==> src/rtl/dna_pkg.sv <==
// Shared encodings for the DNA search scheduler: base one-hot codes,
// FSM state encoding and the per-base bit width.
package dna_pkg;

  localparam int BASE_BITS = 4;

  localparam logic [BASE_BITS-1:0] BASE_A = 4'b0001;
  localparam logic [BASE_BITS-1:0] BASE_C = 4'b0010;
  localparam logic [BASE_BITS-1:0] BASE_G = 4'b0100;
  localparam logic [BASE_BITS-1:0] BASE_T = 4'b1000;

  typedef enum logic [6:0] {
    ST_IDLE   = 7'b0000001,
    ST_SRST   = 7'b0000010,
    ST_START  = 7'b0000100,
    ST_WAIT   = 7'b0001000,
    ST_HIT    = 7'b0010000,
    ST_FINISH = 7'b0100000,
    ST_SPARE  = 7'b1000000
  } state_t;

endpackage

==> src/rtl/dna_result_fifo.sv <==
// Synchronous FIFO, one-cycle write-to-read latency, head always visible.
// Push is ignored when full and pop when empty; the producer must watch full.
module dna_result_fifo #(
  parameter int WIDTH = 5,
  parameter int DEPTH = 4
) (
  input  logic             CLK,
  input  logic             RST,
  input  logic             push,
  input  logic [WIDTH-1:0] push_dat,
  input  logic             pop,
  output logic [WIDTH-1:0] head_dat,
  output logic             full,
  output logic             empty
);

  localparam int AW = $clog2(DEPTH);
  localparam logic [AW:0] FULL_CNT = (AW+1)'(DEPTH);

  logic [WIDTH-1:0] mem [DEPTH];
  logic [AW-1:0]    wr_ptr;
  logic [AW-1:0]    rd_ptr;
  logic [AW:0]      count;
  logic             do_push;
  logic             do_pop;

  assign full     = (count == FULL_CNT);
  assign empty    = (count == '0);
  assign do_push  = push && !full;
  assign do_pop   = pop && !empty;
  assign head_dat = mem[rd_ptr];

  // DEPTH is a power of two, so pointers wrap by natural overflow.
  always_ff @(posedge CLK) begin
    if (!RST) begin
      wr_ptr <= '0;
      rd_ptr <= '0;
      count  <= '0;
    end else begin
      if (do_push) wr_ptr <= wr_ptr + 1'b1;
      if (do_pop)  rd_ptr <= rd_ptr + 1'b1;
      case ({do_push, do_pop})
        2'b10:   count <= count + 1'b1;
        2'b01:   count <= count - 1'b1;
        default: count <= count;
      endcase
    end
  end

  always_ff @(posedge CLK) begin
    if (do_push) mem[wr_ptr] <= push_dat;
  end

endmodule

==> src/rtl/dna_search_scheduler.sv <==
// Job controller relaunching one DNASearcher until every pattern hit is found.
// Hits stream through a small FIFO; a full FIFO stalls the job in HIT.
module dna_search_scheduler
  import dna_pkg::*;
#(
  parameter int BIG_SEQ_SIZE            = 32,
  parameter int SMALL_SEQ_SIZE          = 8,
  parameter int OUTER_LOCATION_NUM_SIZE = 5,
  parameter int FIFO_DEPTH              = 4,
  parameter int TIMEOUT_CYCLES          = 256,
  parameter int MAX_HITS                = 8
) (
  input  logic                               CLK,
  input  logic                               RST,
  input  logic                               job_valid,
  output logic                               job_ready,
  input  logic [BIG_SEQ_SIZE-1:0]            job_big,
  input  logic [SMALL_SEQ_SIZE-1:0]          job_small,
  output logic                               srch_rst_n,
  output logic                               srch_start,
  output logic [BIG_SEQ_SIZE-1:0]            srch_big,
  output logic [SMALL_SEQ_SIZE-1:0]          srch_small,
  output logic [OUTER_LOCATION_NUM_SIZE-1:0] srch_start_index,
  input  logic                               srch_done,
  input  logic                               srch_found,
  input  logic [OUTER_LOCATION_NUM_SIZE-1:0] srch_location,
  output logic                               res_valid,
  input  logic                               res_ready,
  output logic [OUTER_LOCATION_NUM_SIZE-1:0] res_location,
  output logic                               job_done,
  output logic [$clog2(MAX_HITS+1)-1:0]      job_hits,
  output logic                               job_timeout
);

  localparam int LW = OUTER_LOCATION_NUM_SIZE;
  localparam int HW = $clog2(MAX_HITS+1);
  localparam int TW = $clog2(TIMEOUT_CYCLES);

  localparam logic [LW-1:0] IDX_TOP      = LW'(BIG_SEQ_SIZE - 1);
  localparam logic [LW-1:0] MIN_RELAUNCH = LW'(SMALL_SEQ_SIZE - 1 + BASE_BITS);
  localparam logic [LW-1:0] BASE_STEP    = LW'(BASE_BITS);
  localparam logic [HW-1:0] HITS_CAP     = HW'(MAX_HITS);
  // Compared against the pre-increment value, so FINISH lands exactly
  // TIMEOUT_CYCLES cycles after START.
  localparam logic [TW-1:0] TMO_LAST     = TW'(TIMEOUT_CYCLES - 2);

  state_t state_q, state_d;

  logic [BIG_SEQ_SIZE-1:0]   big_q;
  logic [SMALL_SEQ_SIZE-1:0] small_q;
  logic [LW-1:0]             idx_q;
  logic [HW-1:0]             hits_q;
  logic [HW-1:0]             hits_nxt;
  logic [TW-1:0]             timer_q;
  logic                      timeout_q;

  logic accept;
  logic relaunch;
  logic push;
  logic timer_clr;
  logic timer_inc;
  logic set_tmo;
  logic fifo_full;
  logic fifo_empty;
  logic pop;

  assign hits_nxt         = hits_q + HW'(1);
  assign srch_big         = big_q;
  assign srch_small       = small_q;
  assign srch_start_index = idx_q;
  assign job_hits         = hits_q;
  assign job_timeout      = timeout_q;
  assign res_valid        = !fifo_empty;
  assign pop              = res_valid && res_ready;

  always_ff @(posedge CLK) begin
    if (!RST) state_q <= ST_IDLE;
    else      state_q <= state_d;
  end

  always_comb begin
    state_d    = state_q;
    job_ready  = 1'b0;
    srch_rst_n = 1'b0;
    srch_start = 1'b0;
    job_done   = 1'b0;
    accept     = 1'b0;
    relaunch   = 1'b0;
    push       = 1'b0;
    timer_clr  = 1'b0;
    timer_inc  = 1'b0;
    set_tmo    = 1'b0;
    case (state_q)
      ST_IDLE: begin
        job_ready = 1'b1;
        if (job_valid) begin
          accept  = 1'b1;
          state_d = ST_SRST;
        end
      end
      ST_SRST: state_d = ST_START;
      ST_START: begin
        srch_rst_n = 1'b1;
        srch_start = 1'b1;
        timer_clr  = 1'b1;
        state_d    = ST_WAIT;
      end
      ST_WAIT: begin
        srch_rst_n = 1'b1;
        timer_inc  = 1'b1;
        if (srch_done) begin
          state_d = srch_found ? ST_HIT : ST_FINISH;
        end else if (timer_q == TMO_LAST) begin
          set_tmo = 1'b1;
          state_d = ST_FINISH;
        end
      end
      ST_HIT: begin
        // Searcher stays out of reset so its location holds while we stall.
        srch_rst_n = 1'b1;
        if (!fifo_full) begin
          push = 1'b1;
          if (hits_nxt == HITS_CAP || srch_location < MIN_RELAUNCH) begin
            state_d = ST_FINISH;
          end else begin
            relaunch = 1'b1;
            state_d  = ST_SRST;
          end
        end
      end
      ST_FINISH: begin
        job_done = 1'b1;
        state_d  = ST_IDLE;
      end
      default: state_d = ST_IDLE;
    endcase
  end

  always_ff @(posedge CLK) begin
    if (!RST) begin
      big_q     <= '0;
      small_q   <= '0;
      idx_q     <= IDX_TOP;
      hits_q    <= '0;
      timer_q   <= '0;
      timeout_q <= 1'b0;
    end else begin
      if (accept) begin
        big_q     <= job_big;
        small_q   <= job_small;
        idx_q     <= IDX_TOP;
        hits_q    <= '0;
        timeout_q <= 1'b0;
      end
      // Restart one base below the hit so overlapping matches are found.
      if (relaunch) idx_q <= srch_location - BASE_STEP;
      if (push)     hits_q <= hits_nxt;
      if (set_tmo)  timeout_q <= 1'b1;
      if (timer_clr)      timer_q <= '0;
      else if (timer_inc) timer_q <= timer_q + 1'b1;
    end
  end

  dna_result_fifo #(
    .WIDTH (LW),
    .DEPTH (FIFO_DEPTH)
  ) u_result_fifo (
    .CLK      (CLK),
    .RST      (RST),
    .push     (push),
    .push_dat (srch_location),
    .pop      (pop),
    .head_dat (res_location),
    .full     (fifo_full),
    .empty    (fifo_empty)
  );

endmodule

==> config.mk <==
export PLATFORM = sky130hd
export DESIGN_NAME = dna_search_scheduler
export DESIGN_NICKNAME = d
export VERILOG_FILES = /design/src/rtl/dna_pkg.sv /design/src/rtl/dna_result_fifo.sv /design/src/rtl/dna_search_scheduler.sv
export SDC_FILE = /design/constraint.sdc
export NUM_CORES = 1
export LEC_CHECK = 0
export CORE_ASPECT_RATIO = 0.75
export CORE_UTILIZATION = 35
export DETAILED_ROUTE_END_ITERATION = 10
export DONT_BUFFER_PORTS = 1
export PLACE_DENSITY = 0.5
export SLEW_MARGIN = 20
export SYNTH_ARGS = -nofsm -noshare
export SYNTH_HDL_FRONTEND = slang
export SYNTH_SLANG_ARGS = --single-unit
==> constraint.sdc <==
create_clock -name CLK -period 3.64 [get_ports CLK]
set_input_delay 0.182 -clock CLK [delete_from_list [all_inputs] [get_ports CLK]]
set_output_delay 0.182 -clock CLK [all_outputs]
set_load 0.02 [all_outputs]
# Word-level counts from Yosys, hierarchy flattened
# Memories as Yosys holds them, arrays and structs flattened. A register that Yosys moved wholly into a read port is not among the register bits.
# Cells that the tools add are included.
word_totals:
  regBits: 72
  out_inout_bits: 60
  in_bits: 51
  mem_bits_rw: 20
  word_cells: 81
  mem_count: 1
memory_table:
  columns: ["name", "depth", "width", "read_ports", "rd_ports_with_merged_regs", "write_ports", "line_no", "rtl"]
  rows:
  - ["u_result_fifo.mem", 4, 5, 1, 1, 1, "dna_result_fifo.sv:20", "logic [WIDTH-1:0] mem [DEPTH];"]
classes:
  magnitude_cmp: 1
  n_bitwise: 1
  reduce_logical: 14
  mux: 33
  eq_ne: 14
  addsub: 7
ops:
  columns: ["operator", "count"]
  rows:
  - ["$pmux W7 S5", 1]
  - ["$mux W7", 4]
  - ["$mux W1", 19]
  - ["$mux W6", 2]
  - ["$mux W5", 2]
  - ["$add A8 B1 Y8 const B", 1]
  - ["$eq A8 B8 Y1 const B", 1]
  - ["$mux W4", 2]
  - ["$reduce_bool A2 Y1", 4]
  - ["$eq A7 B1 Y1 const B", 1]
  - ["$eq A7 B2 Y1 const B", 1]
  - ["$eq A7 B3 Y1 const B", 1]
  - ["$eq A7 B4 Y1 const B", 1]
  - ["$eq A7 B5 Y1 const B", 1]
  - ["$eq A7 B6 Y1 const B", 1]
  - ["$pmux W3 S2", 1]
  - ["$lt A5 B4 Y1 const B", 1]
  - ["$sub A5 B3 Y5 const B", 1]
  - ["$add A2 B1 Y2 const B", 2]
  - ["$add A4 B1 Y4 const B", 1]
  - ["$eq A4 B4 Y1 const B", 1]
  - ["$mux W2", 2]
  - ["$ne A2 B2 Y1 const B", 2]
  - ["$add A3 B1 Y3 const B", 1]
  - ["13 further kinds", 16]

# Logic depth before layout (Yosys ltp)
# Gate-level depths: netlist (run 1).
depth:
  ltp_word: 7
  ltp_mapped: 10
  mapped_depth_nobuf: 9

# Hierarchy
# Synthesis (run 1) repeated with hierarchy kept, for this count alone.
hier_totals:
  hier_cells: 387
  area_unflattened_um2: 3854.9
by_module_without_submodules:
  columns: ["module", "instances", "seq_area_each_um2", "area_each_um2", "cells_per_inst"]
  rows:
  - ["dna_search_scheduler", 1, 1281.2, 2642.5, 307]
  - ["dna_result_fifo", 1, 780.7, 1212.4, 80]

# Least setup slack after synthesis (run 1)
# No wires, ideal clock.
synth_timing:
  path_type: "reg-to-reg"
  startpoint: "register u_result_fifo.count[0]"
  endpoint: "register u_result_fifo.count[2]"
  t_required_ns: 3.564
  stages_incl_launch_ff: 10
  path_slack_ns: 1.297
  setup_ns: 0.076
  arrival_time_ns: 2.267
  path_buffers: 0
  synth_period_minus_slack_ns: 2.343
  path_cell_list: "dfxtp_1 -> or3b_2 -> and3_1 -> inv_1 -> ha_1 -> inv_1 -> fa_1 -> xor2_1 -> or3_1 -> a21boi_0"
synth_between:
  elab_chain_cells: 6
  elab_cells_between_ends: 15
  cone_classes: "add/sub (2); eq/ne (3); mux (3); reduce/logical (7)"
synth_lines:
  columns: ["item", "line_no", "rtl"]
  rows:
  - ["start: declaration", "dna_result_fifo.sv:23", "logic [AW:0] count;"]
  - ["start signal: assignment", "dna_result_fifo.sv:43", "2'b10: count <= count + 1'b1;"]
  - ["start signal: assignment", "dna_result_fifo.sv:44", "2'b01: count <= count - 1'b1;"]
  - ["start signal: assignment", "dna_result_fifo.sv:45", "default: count <= count;"]
  - ["$eq A3 B3 Y1 or $logic_not A3 Y1 (tied branches)", "dna_result_fifo.sv:27, dna_result_fifo.sv:28", null]
  - ["$mux W1 or $logic_not A1 Y1 (tied branches)", "dna_search_scheduler.sv:121, dna_result_fifo.sv:30, dna_search_scheduler.sv:73", null]
  - ["$mux W1 or $logic_and A1 B1 Y1 (tied branches)", "dna_search_scheduler.sv:93, dna_search_scheduler.sv:74", null]
  - ["$logic_and A1 B1 Y1, on equally long branches", "dna_result_fifo.sv:29, dna_result_fifo.sv:30", null]
  - ["$eq A2 B1 Y1 or $eq A2 B2 Y1 (tied branches)", "dna_result_fifo.sv:42", "case ({do_push, do_pop})"]
  - ["$pmux W3 S2 or $reduce_bool A2 Y1 (tied branches)", null, null]
# Several ways; a longest one is shown, not always the timed one.
# A chain may end at the register's enable or synchronous reset.

# Final worst setup path (run 1)
layout_timing:
  startpoint: "register u_result_fifo.count[2]"
  endpoint: "register u_result_fifo.count[2]"
# Same word-level chain as after synthesis.

==> flow_summary.ini, run 1 <==
[status]
violations = design-rule violations
status = complete, but fails checks

[logic_synthesis]
ys_types = 48
synth_commonest_cells = nand2_1, dfxtp_1, a21boi_1
yosysTopAreaCellShare = 0.373
avgSynthCellArea_um2 = 9.88
synth_area_leader_cell = dfxtp_1
synthTopCellsByArea = dfxtp_1, edfxtp_1, nand2_1, a21boi_1, ha_1
synth_area_mm2 = 0.00392
yosysSeqAreaShare = 0.526
synth_edf_count = 20
yosysMostFrequentCell = nand2_1
ys_ff_latch = 93
syn_inst = 397
syn_nets = 458
synth_top_flop_cell = dfxtp_1
synthArstFlopShare = 0
ys_warn_count = 0

[layout]
final_area_mm2 = 0.00486
drive_gt1_frac = 0.0747
n_antenna_cell = 0
num-nets-final = 498
area_growth_pct = 23.9
final_cells = 582

[min_path]
whs_path_depth = 2
hp-class = in -> reg
min_from = srch_location[4]
holdPathEnd = srch_start_index[4]

[power]
peakVddDrop_uv = 382
power_leakage_uw = 0.00181
power_density_mw_per_mm2 = 592
total_power_uw = 2880

[timing]
holdWs_ns = 0.0334
fmax_mhz = 374
finalClockSkew_ns = 0.00627
final_hold_viol_count = 0
period_share = 0.734
slew_headroom = 0.518
final_max_slew_viol_count = 0
worst_pin_slew_ns = 0.721
rsz0062_at_grt = no
fin_tns_setup_ns = 0
fin_crit_ns = 2.67
report.final.setup_viol = 0

[place]
port_buffers = 0
dp_cells = 518
place.gp.congestion = 0.742
dp_hpwl_mm = 5.69
placed_cell_area_mm2 = 0.00402

[setup_path]
r2r_end = u_result_fifo.count[2]
critPathLaunchType = flop
cp_max_fo = 12
r2r_setup_slack_ns = 0.97
crit_required_ns = 3.90
critPathKind = reg -> reg
endpoint_kind = flop
startpoint = u_result_fifo.count[2]
rr_startpoint = u_result_fifo.count[2]
rr_worst_depth = 9
arrival_ns = 2.93

[global_route]
grt_pass1_wl_mm = 13.9
grt_max_degree = 60
grt_pass1_vias = 2748
antenna_found_initial = 0
overflow = 0
globalRouteTotalUtil = 0.153

[floorplanning]
initial_utilization = 0.360
pin_count = 111
die_y_um = 93.7
rows = 33
die_area_mm2 = 0.0116
die_w_um = 124
coreArea_mm2 = 0.0109

[clock_network]
cts_resized = 0
cts_tree = done
cts_buffers = 9
clockBufferDepth = 2
holdBufCountCts = 48
clock_sinks = 93
clk_pin_slew_ns = 0.07
cts_setup_buffers = 0
root_buffer = clkbuf_16
clk_latency_ns = 0.34
htreeDepth = 3

[route]
wl_mm = 8.86
drt_iter0_markers = 145
drc = 4
vias_per_cell = 4.92
vias = 2866
drtPass1Iterations = 7
wl_per_cell_um = 15.2
ant_nets = 0

[flow_run]
maxCapViolCount = 0
==> worst max path at each step <==
stage / end
CTS: u_result_fifo.count[2]
global route: u_result_fifo.count[2]
finish: u_result_fifo.count[2]
global placement: u_result_fifo.count[2]
floorplan: u_result_fifo.count[2]
detailed placement: u_result_fifo.count[2]
==> per-layer routing <==
layer  global-route usage  share of wire
met5                    0              0
met4               0.0502          0.010
met3               0.0461          0.045
met2                0.246           0.48
met1                0.195           0.46
==> per-stage QoR <==
stage               setup slack (ns)   util
finish                         0.969  0.446
CTS                            0.959  0.446
floorplan                       1.30      -
detailed placement             0.984  0.369
global placement                1.03  0.369
global route                   0.798  0.446
==> layout make-up <==
| type | count | area (µm²) |
|---|---|---|
| clock buffers | 9 | 225 |
| clock inverters | 7 | 121 |
| fillers | 1061 | 6040 |
| inverters | 18 | 67.6 |
| multi-input cells | 265 | 1700 |
| flip-flops and latches | 93 | 2060 |
| well taps | 140 | 175 |
| repair buffers | 50 | 505 |
==> logic make-up after synthesis <==
group / after synthesis / synth area share
multiplexers: 6 / 0.0313
AND/OR/NAND/NOR: 165 / 0.206
AO/OA/AOI/OAI: 70 / 0.131
buffers and inverters: 39 / 0.0415
XOR/XNOR: 14 / 0.0313
adder cells (fa/ha/maj): 10 / 0.0338
flip-flops: 93 / 0.526
==> critical path: stages, from the launching register on <==
cell and delay [ns]:
dfxtp_1 0.35, or3b_2 0.46, and3_1 0.33, inv_1 0.20, ha_1 0.21, inv_1 0.06
fa_1 0.37, xor2_1 0.16, or3_1 0.30, a21boi_0 0.17
==> cell usage in the layout (no fill, tap or decap), drive strengths merged, types with 6 or more instances in the layout <==
cell	n
nand2	93
dfxtp	73
dlygate4sd3	47
a21boi	46
edfxtp	20
inv	20
nor2	15
and2	11
ha	9
clkbuf	9
xor2	8
nor3	8
nor2b	6
a21oi	6
xnor2	6
==> sequential cells by signal (all words and copies together) (netlist names), named ones only <==
signal and count:
job_timeout 1, job_hits 4, srch_start_index 5, srch_big 32, srch_small 8, u_result_fifo.mem 20
u_result_fifo.count 3, state_q 6, u_result_fifo.rd_ptr 2, timer_q 8, u_result_fifo.wr_ptr 2
==> report_power, final <==
group | total (µW) | internal [µW] | leakage, µW | switching (µW)
combinational | 473 | 176 | 0.000871 | 297
sequential | 1330 | 1150 | 0.000774 | 181
clock | 1080 | 676 | 0.000166 | 400
total | 2880 | 2000 | 0.00181 | 878
Note: power is estimated with default switching activity, not from simulation.
==> run 2: changes to the inputs <==
ABC_AREA = 1   (was not set)
clock period = 2.5 ns   (was 3.64 ns; I/O delays follow)
==> flow_summary.ini, run 2 <==
[status]
status = complete, no violations

[setup_path]
r2r_setup_slack_ns = 0.33
crit_required_ns = 2.72
endpoint = u_result_fifo.count[2]
cpMaxStageDelayCell = fa_1
critPathKind = reg -> reg
crit_family = adder cells
arrival_ns = 2.39
cp_num_cells = 10
startpoint = u_result_fifo.count[0]
r2r_end = u_result_fifo.count[2]
cpPeakStageDelay_ns = 0.38
critPathLaunchType = flop
rr_worst_depth = 10
cp_max_fo = 12
path_buf_inv = 2
endpoint_kind = flop
path_cells = nor3_2 > nor2_4 > inv_2 > ha_1 > inv_1 > fa_1 > a21oi_1 > o21ai_0 > o21ai_0 > a21oi_1
rr_startpoint = u_result_fifo.count[0]

[power]
power_leakage_uw = 0.00190
power_density_mw_per_mm2 = 764
total_power_uw = 3630
peakVddDrop_uv = 343

[route]
drtPass1Iterations = 4
drt_iter0_markers = 125
wl_mm = 8.69
wl_per_cell_um = 13.4
vias_per_cell = 4.67
vias = 3034
drc = 0
ant_nets = 0

[logic_synthesis]
ys_types = 30
synthArstFlopShare = 0
synth_commonest_cells = nor2_1, dfxtp_1, o21ai_0
ys_warn_count = 0
yosysMostFrequentCell = nor2_1
synthMuxAreaShare = 0
syn_nets = 523
synth_edf_count = 20
synth_xor_area_frac = 0.00457
avgSynthCellArea_um2 = 8.30
yosysSeqAreaShare = 0.538
ys_ff_latch = 93
yosys.area_share.simple = 0.223
synthAdderAreaFrac = 0.0346
synth_top_family_by_area = simple AND/OR/NAND/NOR gates
synth_area_leader_cell = dfxtp_1
synth_top_flop_cell = dfxtp_1
synth_area_mm2 = 0.00384
synthTopCellsByArea = dfxtp_1, edfxtp_1, nor2_1, o21ai_0, nand2_1
syn_inst = 462
yosysTopAreaCellShare = 0.381
synth_compound_area_frac = 0.126

[floorplanning]
rows = 32
die_w_um = 123
die_area_mm2 = 0.0114
coreArea_mm2 = 0.0105
die_y_um = 92.7
pin_count = 111
initial_utilization = 0.367

[timing]
period_share = 0.868
rsz0062_at_grt = no
final_max_slew_viol_count = 0
worst_pin_slew_ns = 0.572
report.final.setup_viol = 0
slew_headroom = 0.617
fin_tns_setup_ns = 0
final_hold_viol_count = 0
fmax_mhz = 461
finalClockSkew_ns = 0.00911
fin_crit_ns = 2.17

[min_path]
hp-class = in -> reg

[flow_run]
maxCapViolCount = 0

[layout]
final_cell_mix = nor2_1, dfxtp_1, o21ai_0, nand2_1, dlygate4sd3_1
final_common_cell = nor2_1
n_antenna_cell = 0
largest_register_ffs = 32
drive_gt1_frac = 0.0682
area_growth_pct = 24.0
num-nets-final = 569

[place]
dp_hpwl_mm = 5.77
place.gp.congestion = 0.714
port_buffers = 0

[clock_network]
cts_setup_buffers = 0
clk_pin_slew_ns = 0.06
root_buffer = clkbuf_16
cts_tree = done
clockBufferDepth = 2
clock_sinks = 93
cts_buffers = 9
htreeDepth = 3
clk_latency_ns = 0.34

[global_route]
antenna_found_initial = 0
globalRouteTotalUtil = 0.156
grt_pass1_vias = 2900
overflow = 0
grt_pass1_wl_mm = 13.7
grt_max_degree = 56
run 2: routing by layer:
| metal | global-route usage | up-vias | routed length, µm |
|---|---|---|---|
| li1 | - | 1592 | - |
| met3 | 0.0486 | 10 | 520 |
| met5 | 0 | - | 0 |
| met1 | 0.195 | 1355 | 4120 |
| met4 | 0.0488 | 0 | 100 |
| met2 | 0.255 | 77 | 3950 |
run 2: worst min path at each step:
| stage | to | depth (start not counted) | from |
|---|---|---|---|
| 2_1_floorplan | u_result_fifo.mem[0][0] | 0 | srch_location[0] |
| 3_3_place_gp | srch_start_index[3] | 1 | RST |
| 5_1_grt | job_hits[3] | 2 | RST |
| 3_5_place_dp | state_q[0] | 1 | RST |
| 6_report | state_q[4] | 2 | RST |
| 4_1_cts | srch_start_index[4] | 4 | srch_location[4] |
run 2: cell families (layout without fill, tap and decap cells):
| group | count (synthesis) | after routing |
|---|---|---|
| buffers and inverters | 64 | 115 |
| AO/OA/AOI/OAI | 95 | 95 |
| adder cells (fa/ha/maj) | 10 | 10 |
| XOR/XNOR | 2 | 2 |
| AND/OR/NAND/NOR | 198 | 198 |
| flip-flops | 93 | 93 |
run 2: layout make-up:
class                   count  area, µm²
fillers                  1042       5690
clock buffers              11        243
repair buffers             54        541
well taps                 136        170
multi-input cells         305       1490
inverters                  45        169
clock inverters             5       83.8
flip-flops and latches     93       2060
run 2: what timing repair did:
item,CTS,global route
endpoints found under the setup margin,0,0
hold buffers,50,0
gates resized for setup,0,0
hold endpoints to repair,79,0
run 2: report_power, final:
part	internal, µW	total [µW]	switching, µW
Combinational	157	388	231
Clock	909	1470	561
Sequential	1620	1770	154
run 2: stage by stage:
stage               setup WS (ns)  cells  hold WS (ns)  area [µm²]   util
finish                      0.331    649        0.0386        4760  0.455
global route                0.106    649        0.0527        4760  0.455
CTS                         0.313    649        0.0184        4760  0.455
detailed placement          0.330    583         0.221        3920  0.375
global placement            0.400    583         0.205        3920  0.375
floorplan                   0.459    462         0.224        3840      -
